## src/rtl/cpu_pkg.sv

```systemverilog
// cpu_pkg: constants shared by the processor datapath and its instruction decoder.
//   DATA_W      register / bus data width
//   REG_ADDR_W  register index width (8 registers)
//   R0..R7      register-index constants used by the decoder and the register file
package cpu_pkg;

    localparam int DATA_W     = 8;
    localparam int REG_ADDR_W = 3;

    localparam logic [REG_ADDR_W-1:0] R0 = 3'd0;
    localparam logic [REG_ADDR_W-1:0] R1 = 3'd1;
    localparam logic [REG_ADDR_W-1:0] R2 = 3'd2;
    localparam logic [REG_ADDR_W-1:0] R3 = 3'd3;
    localparam logic [REG_ADDR_W-1:0] R4 = 3'd4;
    localparam logic [REG_ADDR_W-1:0] R5 = 3'd5;
    localparam logic [REG_ADDR_W-1:0] R6 = 3'd6;
    localparam logic [REG_ADDR_W-1:0] R7 = 3'd7;

endpackage

```

## src/rtl/reg_read_port.sv

```systemverilog
// reg_read_port: one asynchronous read port of the register file.
//   regs_i     flattened register array contents
//   rd_addr_i  register index to read
//   wr_addr_i  index being written this cycle (for forwarding)
//   wr_data_i  data being written this cycle (for forwarding)
//   wr_fire_i  a write will commit on the coming edge (WRITE & ~BUSYWAIT & ~RESET)
//   rd_data_o  read data
module reg_read_port #(
    parameter int DATA_W  = 8,
    parameter int ADDR_W  = 3,
    parameter int FORWARD = 0,
    parameter int ZERO_R0 = 0
) (
    input  logic [(2**ADDR_W)-1:0][DATA_W-1:0] regs_i,
    input  logic [ADDR_W-1:0]                  rd_addr_i,
    input  logic [ADDR_W-1:0]                  wr_addr_i,
    input  logic [DATA_W-1:0]                  wr_data_i,
    input  logic                               wr_fire_i,
    output logic [DATA_W-1:0]                  rd_data_o
);

    always_comb begin
        rd_data_o = regs_i[rd_addr_i];
        // Bypass the value that will be stored on the coming edge.
        if (FORWARD != 0 && wr_fire_i && (rd_addr_i == wr_addr_i)) begin
            rd_data_o = wr_data_i;
        end
        // Hardwired zero wins over forwarding.
        if (ZERO_R0 != 0 && (rd_addr_i == ADDR_W'(cpu_pkg::R0))) begin
            rd_data_o = '0;
        end
    end

endmodule

```

## src/rtl/reg_file_8x8.sv

```systemverilog
// reg_file_8x8: 8 x 8-bit register file, two async read ports, one write port.
//   CLK          clock; writes on rising edge
//   RESET        asynchronous active-high clear of every register
//   IN           write-back data
//   INADDRESS    write address
//   WRITE        write enable
//   BUSYWAIT     memory stall; blocks writes (and forwarding) while high
//   OUT1ADDRESS  read port 1 address     OUT1  read port 1 data
//   OUT2ADDRESS  read port 2 address     OUT2  read port 2 data
module reg_file_8x8 #(
    parameter int DATA_W  = cpu_pkg::DATA_W,
    parameter int ADDR_W  = cpu_pkg::REG_ADDR_W,
    parameter int FORWARD = 0,
    parameter int ZERO_R0 = 0
) (
    input  logic              CLK,
    input  logic              RESET,
    input  logic [DATA_W-1:0] IN,
    input  logic [ADDR_W-1:0] INADDRESS,
    input  logic              WRITE,
    input  logic              BUSYWAIT,
    input  logic [ADDR_W-1:0] OUT1ADDRESS,
    input  logic [ADDR_W-1:0] OUT2ADDRESS,
    output logic [DATA_W-1:0] OUT1,
    output logic [DATA_W-1:0] OUT2
);

    localparam int DEPTH = 2**ADDR_W;

    logic [DEPTH-1:0][DATA_W-1:0] regs_q;
    logic [DEPTH-1:0][DATA_W-1:0] regs_d;
    logic [DEPTH-1:0]             wr_en;
    logic                         wr_fire;

    // RESET is included so forwarding is also suppressed while reset is held.
    assign wr_fire = WRITE && !BUSYWAIT && !RESET;

    genvar gi;
    generate
        for (gi = 0; gi < DEPTH; gi++) begin : g_reg
            // R0 is never written when it is hardwired to zero.
            assign wr_en[gi]  = wr_fire && (INADDRESS == ADDR_W'(gi))
                                && (ZERO_R0 == 0 || gi != 0);
            assign regs_d[gi] = wr_en[gi] ? IN : regs_q[gi];

            always_ff @(posedge CLK or posedge RESET) begin
                if (RESET) begin
                    regs_q[gi] <= '0;
                end else begin
                    regs_q[gi] <= regs_d[gi];
                end
            end
        end
    endgenerate

    reg_read_port #(
        .DATA_W (DATA_W),
        .ADDR_W (ADDR_W),
        .FORWARD(FORWARD),
        .ZERO_R0(ZERO_R0)
    ) u_port1 (
        .regs_i   (regs_q),
        .rd_addr_i(OUT1ADDRESS),
        .wr_addr_i(INADDRESS),
        .wr_data_i(IN),
        .wr_fire_i(wr_fire),
        .rd_data_o(OUT1)
    );

    reg_read_port #(
        .DATA_W (DATA_W),
        .ADDR_W (ADDR_W),
        .FORWARD(FORWARD),
        .ZERO_R0(ZERO_R0)
    ) u_port2 (
        .regs_i   (regs_q),
        .rd_addr_i(OUT2ADDRESS),
        .wr_addr_i(INADDRESS),
        .wr_data_i(IN),
        .wr_fire_i(wr_fire),
        .rd_data_o(OUT2)
    );

endmodule

```

## config.mk

```make
export PLATFORM = sky130hd
export DESIGN_NAME = reg_file_8x8
export DESIGN_NICKNAME = d
export VERILOG_FILES = /design/src/rtl/cpu_pkg.sv /design/src/rtl/reg_read_port.sv /design/src/rtl/reg_file_8x8.sv
export SDC_FILE = /design/constraint.sdc
export NUM_CORES = 1
export LEC_CHECK = 0
export CORE_MARGIN = 4
export CORE_UTILIZATION = 40
export CTS_CLUSTER_DIAMETER = 120
export CTS_CLUSTER_SIZE = 40
export DETAILED_ROUTE_END_ITERATION = 8
export SYNTH_ARGS = -nofsm -noshare
export SYNTH_HDL_FRONTEND = slang
export SYNTH_HIERARCHICAL = 1
export SYNTH_SLANG_ARGS = --single-unit
```

## constraint.sdc

```tcl
create_clock -name CLK -period 3.6 [get_ports CLK]
set_input_delay 0.72 -clock CLK [delete_from_list [all_inputs] [get_ports CLK]]
set_output_delay 0.72 -clock CLK [all_outputs]
set_load 0.05 [all_outputs]
```

Word level (Yosys, flattened, before mapping)
Cells that the tools add are included.
- flip-flop bits (word level): 64
- input bits: 21
- output and inout port bits: 16
- word-level logic and storage cells: 34
- $lt $le $gt $ge: 2
- eq/ne operators: 7
- muxes and demuxes: 4
- reductions and logical operators: 13
- operator list (operator ; number):
    binary-select mux 8 bit (select 3 bit) ; 2
    2-to-1 mux 8 bit ; 2
    equality test 3 bit (second input constant) ; 4
    logical AND 1 bit ; 10
    less-than comparator 3 x 4 -> 1 bit (second input constant) ; 2
    equality test 3 x 2 -> 1 bit (second input constant) ; 2
    equality test 3 x 1 -> 1 bit (second input constant) ; 1
    zero test 3 bit ; 1
    zero test 1 bit ; 2

Logic depth before layout (Yosys ltp)
- depth after elaboration: 4
- mapped depth: 5
- gate-level depth less buffers: 3

By module
Netlist, hierarchy kept.
- by module, submodules not included (module ; times used ; cells an instance ; area an instance (sq um) ; seq. area each (sq um)):
    reg_file_8x8 ; 1 ; 146 ; 2468.6 ; 1601.5
    reg_read_port ; 2 ; 29 ; 550.5 ; 0.0

Worst setup path before layout
Ideal clock, no wire load.
- kind: input to register
- start point: in RESET
- end point: reg regs_q[40] (netlist name)
- setup time: 0.125 ns
- arrival: 2.932 ns
- data required time: 3.475 ns
- slack: 0.544 ns
- cell stages on the path: 4
- path buffers: 1
- cells stage by stage: inv_1 > and4_1 > buf_2 > mux2_2
- cells in the longest elaborated chain, start to end: 3
- ends and longest elaborated chain (element ; RTL line ; text):
    from (decl) ; reg_file_8x8.sv:17 ; input logic RESET,
    zero test 1 bit (no line) ; -- ;
    logical AND 1 bit ; reg_file_8x8.sv:36 ; assign wr_fire = WRITE && !BUSYWAIT && !RESET;
    logical AND 1 bit ; reg_file_8x8.sv:42 ; assign wr_en[gi] = wr_fire && (INADDRESS == ADDR_W'(gi))
    to (signal, indexed assignment) ; reg_file_8x8.sv:50 ; regs_q[gi] <= regs_d[gi];
    to (decl) ; reg_file_8x8.sv:30 ; logic [DEPTH-1:0][DATA_W-1:0] regs_q;
Every way passes these cells.
A chain may end at the register's enable or synchronous reset.

Final worst setup path
- start point: in OUT2ADDRESS[0]
- end point: out OUT2[0]
- cells in the longest elaborated chain, start to end: 2
- ends and longest elaborated chain (element ; RTL line ; text):
    from (decl) ; reg_file_8x8.sv:23 ; input logic [ADDR_W-1:0] OUT2ADDRESS,
    binary-select mux 8 bit (select 3 bit) ; reg_read_port.sv:23 ; rd_data_o = regs_i[rd_addr_i];
    2-to-1 mux 8 bit (implied by the code) ; reg_read_port.sv:23 ;
    to (decl) ; reg_file_8x8.sv:25 ; output logic [DATA_W-1:0] OUT2
Every way passes these cells. The select of a mux whose other input is x is not followed.

==> key figures <==
STA
  • Slew Viols, Final: 0
  • TNS Setup: 0 ns
  • RSZ-0062 raised after global routing: false
  • Worst-Margin Slew: 0.699 ns
  • Final period utilization: 88.9%
  • Final worst path period need: 3.20 ns
  • Slew HR: a little over half
  • Worst Skew: 0 ns
  • # setup viols final: 0
  • Hold Vio Cnt, Final: 0
  • Max Fclk: around 310 MHz

Setup path
  • Worst endpoint required time: 2.88 ns
  • Crit path cell chain: clkdlybuf4s50_1, buf_12, mux4_1, mux2_2, buf_4
  • Crit path max-delay family: buffers and inverters
  • Worst setup EP type: output pin
  • Crit Path Class: input port to output pin
  • Worst path arrival time: 2.48 ns
  • Bufs and invs on worst path: 3
  • CP max stage delay: ~0.59 ns
  • Crit path launch type: input port
  • CP max stage cell: mux4_1
  • Max FO, Critical Path: 16

Die
  • Die Ht: 102 microns
  • Die area: 10,500 sq um
  • DIE WIDTH: 102 microns
  • Core Footprint: 8680 sq um
  • Rows: 34
  • Io pins: 37
  • Starting density of the core: approximately 41%

Route
  • Wire per inst: 21.7 microns
  • Initial drt markers: 70
  • Post-route ant nets: 0
  • Remaining DRCs: 0
  • Pre-antenna DRT Iters: 4
  • Routed wire length: 7740 microns
  • DR vias/cell: 5.76
  • Via count: 2,050

Clock tree
  • Post-CTS setup buffer count: 0
  • Resized Gates After CTS: 0
  • Clk root buf: clkbuf_8
  • CTS tree: done
  • Register clock-pin slew on the reported worst setup and hold paths: around 0.070 ns
  • Clock tree buffer depth: 2
  • CTS buffer count: 9
  • Clock sink count: 64
  • Hold buffer count at CTS: 0
  • Clock latency on the worst-skew pair: 0.35 ns
  • H-tree depth: 3

Outcome
  • Status: completed

Final layout
  • Final Util: 48.4%
  • Largest Register: regs_q
  • Layout cells sized above 1: 49.6%
  • Area Overhead vs Synth: 17.9%
  • Biggest regs: regs_q: 64 flops
  • Max reg flops: 64
  • Ant diodes: 0
  • Final #Nets: 264

Synthesis
  • Cell count after synthesis: 203
  • Synthesized area: approximately 3600 sq um
  • Synth Warn #: 6
  • Syn_area_per_cell: roughly 18 sq um
  • Synthesized Nets: 224

Global route
  • Initial antenna violation count: 0
  • Vias in the first global route: 2,174
  • Overall routing resource usage: between 15 and 20%
  • Gr ovfl total: 0
  • First-pass GRT wire length: roughly 12,000 microns
  • Largest net degree at the start of global routing: 45

Pwr
  • IR drop worst, VDD: 0.000220 V
  • Pwr dens: 548 nW/um^2
  • Cell leakage power: 1.95 nW
  • Pwr Total: 0.00230 W

Placement
  • Port Buffers: 36
  • Global placer's final weighted congestion: 0.686
  • Post-DP HPWL: 4870 microns

Flow run
  • Max_cap viols: 0

Hold path
  • Hold Path Class: flip-flop to flip-flop
layout make-up:
type / count / area [sq um]
tap: 108 / 135
clock inverter: 6 / 82.6
fill: 780 / 4480
timing repair buffer: 42 / 390
multi-input combinational: 125 / 1850
inverter: 1 / 3.75
sequential: 64 / 1600
clock buffer: 10 / 138
through the flow:
step | area, sq um | hold slack (ns) | cells | setup WS (ns)
after CTS | 4200 | 0.521 | 356 | 0.394
after global routing | 4200 | 0.536 | 356 | 0.342
after global placement | 3980 | 0.495 | 340 | 0.399
after floorplan | 3560 | 0.485 | 203 | 0.544
after detailed placement | 3980 | 0.505 | 340 | 0.396
final | 4200 | 0.517 | 356 | 0.400
report_power, final:
group,switching [W],internal [W],leakage [nW]
clock network,0.000286,0.000405,0.112
logic,0.000312,0.000351,1.02
registers,0.0000890,0.000860,0.818
metal layers:
layer	wire, microns	global-route usage (%)	vias to the layer above	part of all wire (%)
met3	265	4.37	7	3.4
li1	-	-	920	-
met2	3640	24.8	36	47
met5	0	0	-	0
met4	70	4.54	0	0.90
met1	3770	23.2	1087	49
final timing paths:
| kind | from | end | slack, ns | cells past startpoint |
|---|---|---|---|---|
| min reg2reg | regs_q[25] | regs_q[25] | 0.52 | 1 |
| min in group asynchronous | RESET | regs_q[45] | 0.84 | 3 |
| max | OUT2ADDRESS[0] | OUT2[0] | 0.40 | 5 |
| max in group asynchronous | RESET | regs_q[57] | 2.26 | 3 |
| min | regs_q[25] | regs_q[25] | 0.52 | 1 |
| max reg2reg | regs_q[20] | regs_q[20] | 2.82 | 1 |
layout by cell type (no fill, tap or decap):
cell	instances
bufinv_16	2
clkdlybuf4s50_1	20
clkbuf_8	10
buf_12	2
nand3_1	1
mux2_4	8
and4_1	2
inv_2	1
nand3_2	1
nor3b_2	1
nor2_1	1
nor3_1	1
and3b_1	1
mux4_1	30
clkinvlp_4	1
buf_4	20
clkinv_2	3
mux4_2	2
nor3b_1	1
mux2_2	72
nand2_1	4
dfrtp_1	64
(Power assumes the default switching activity.)
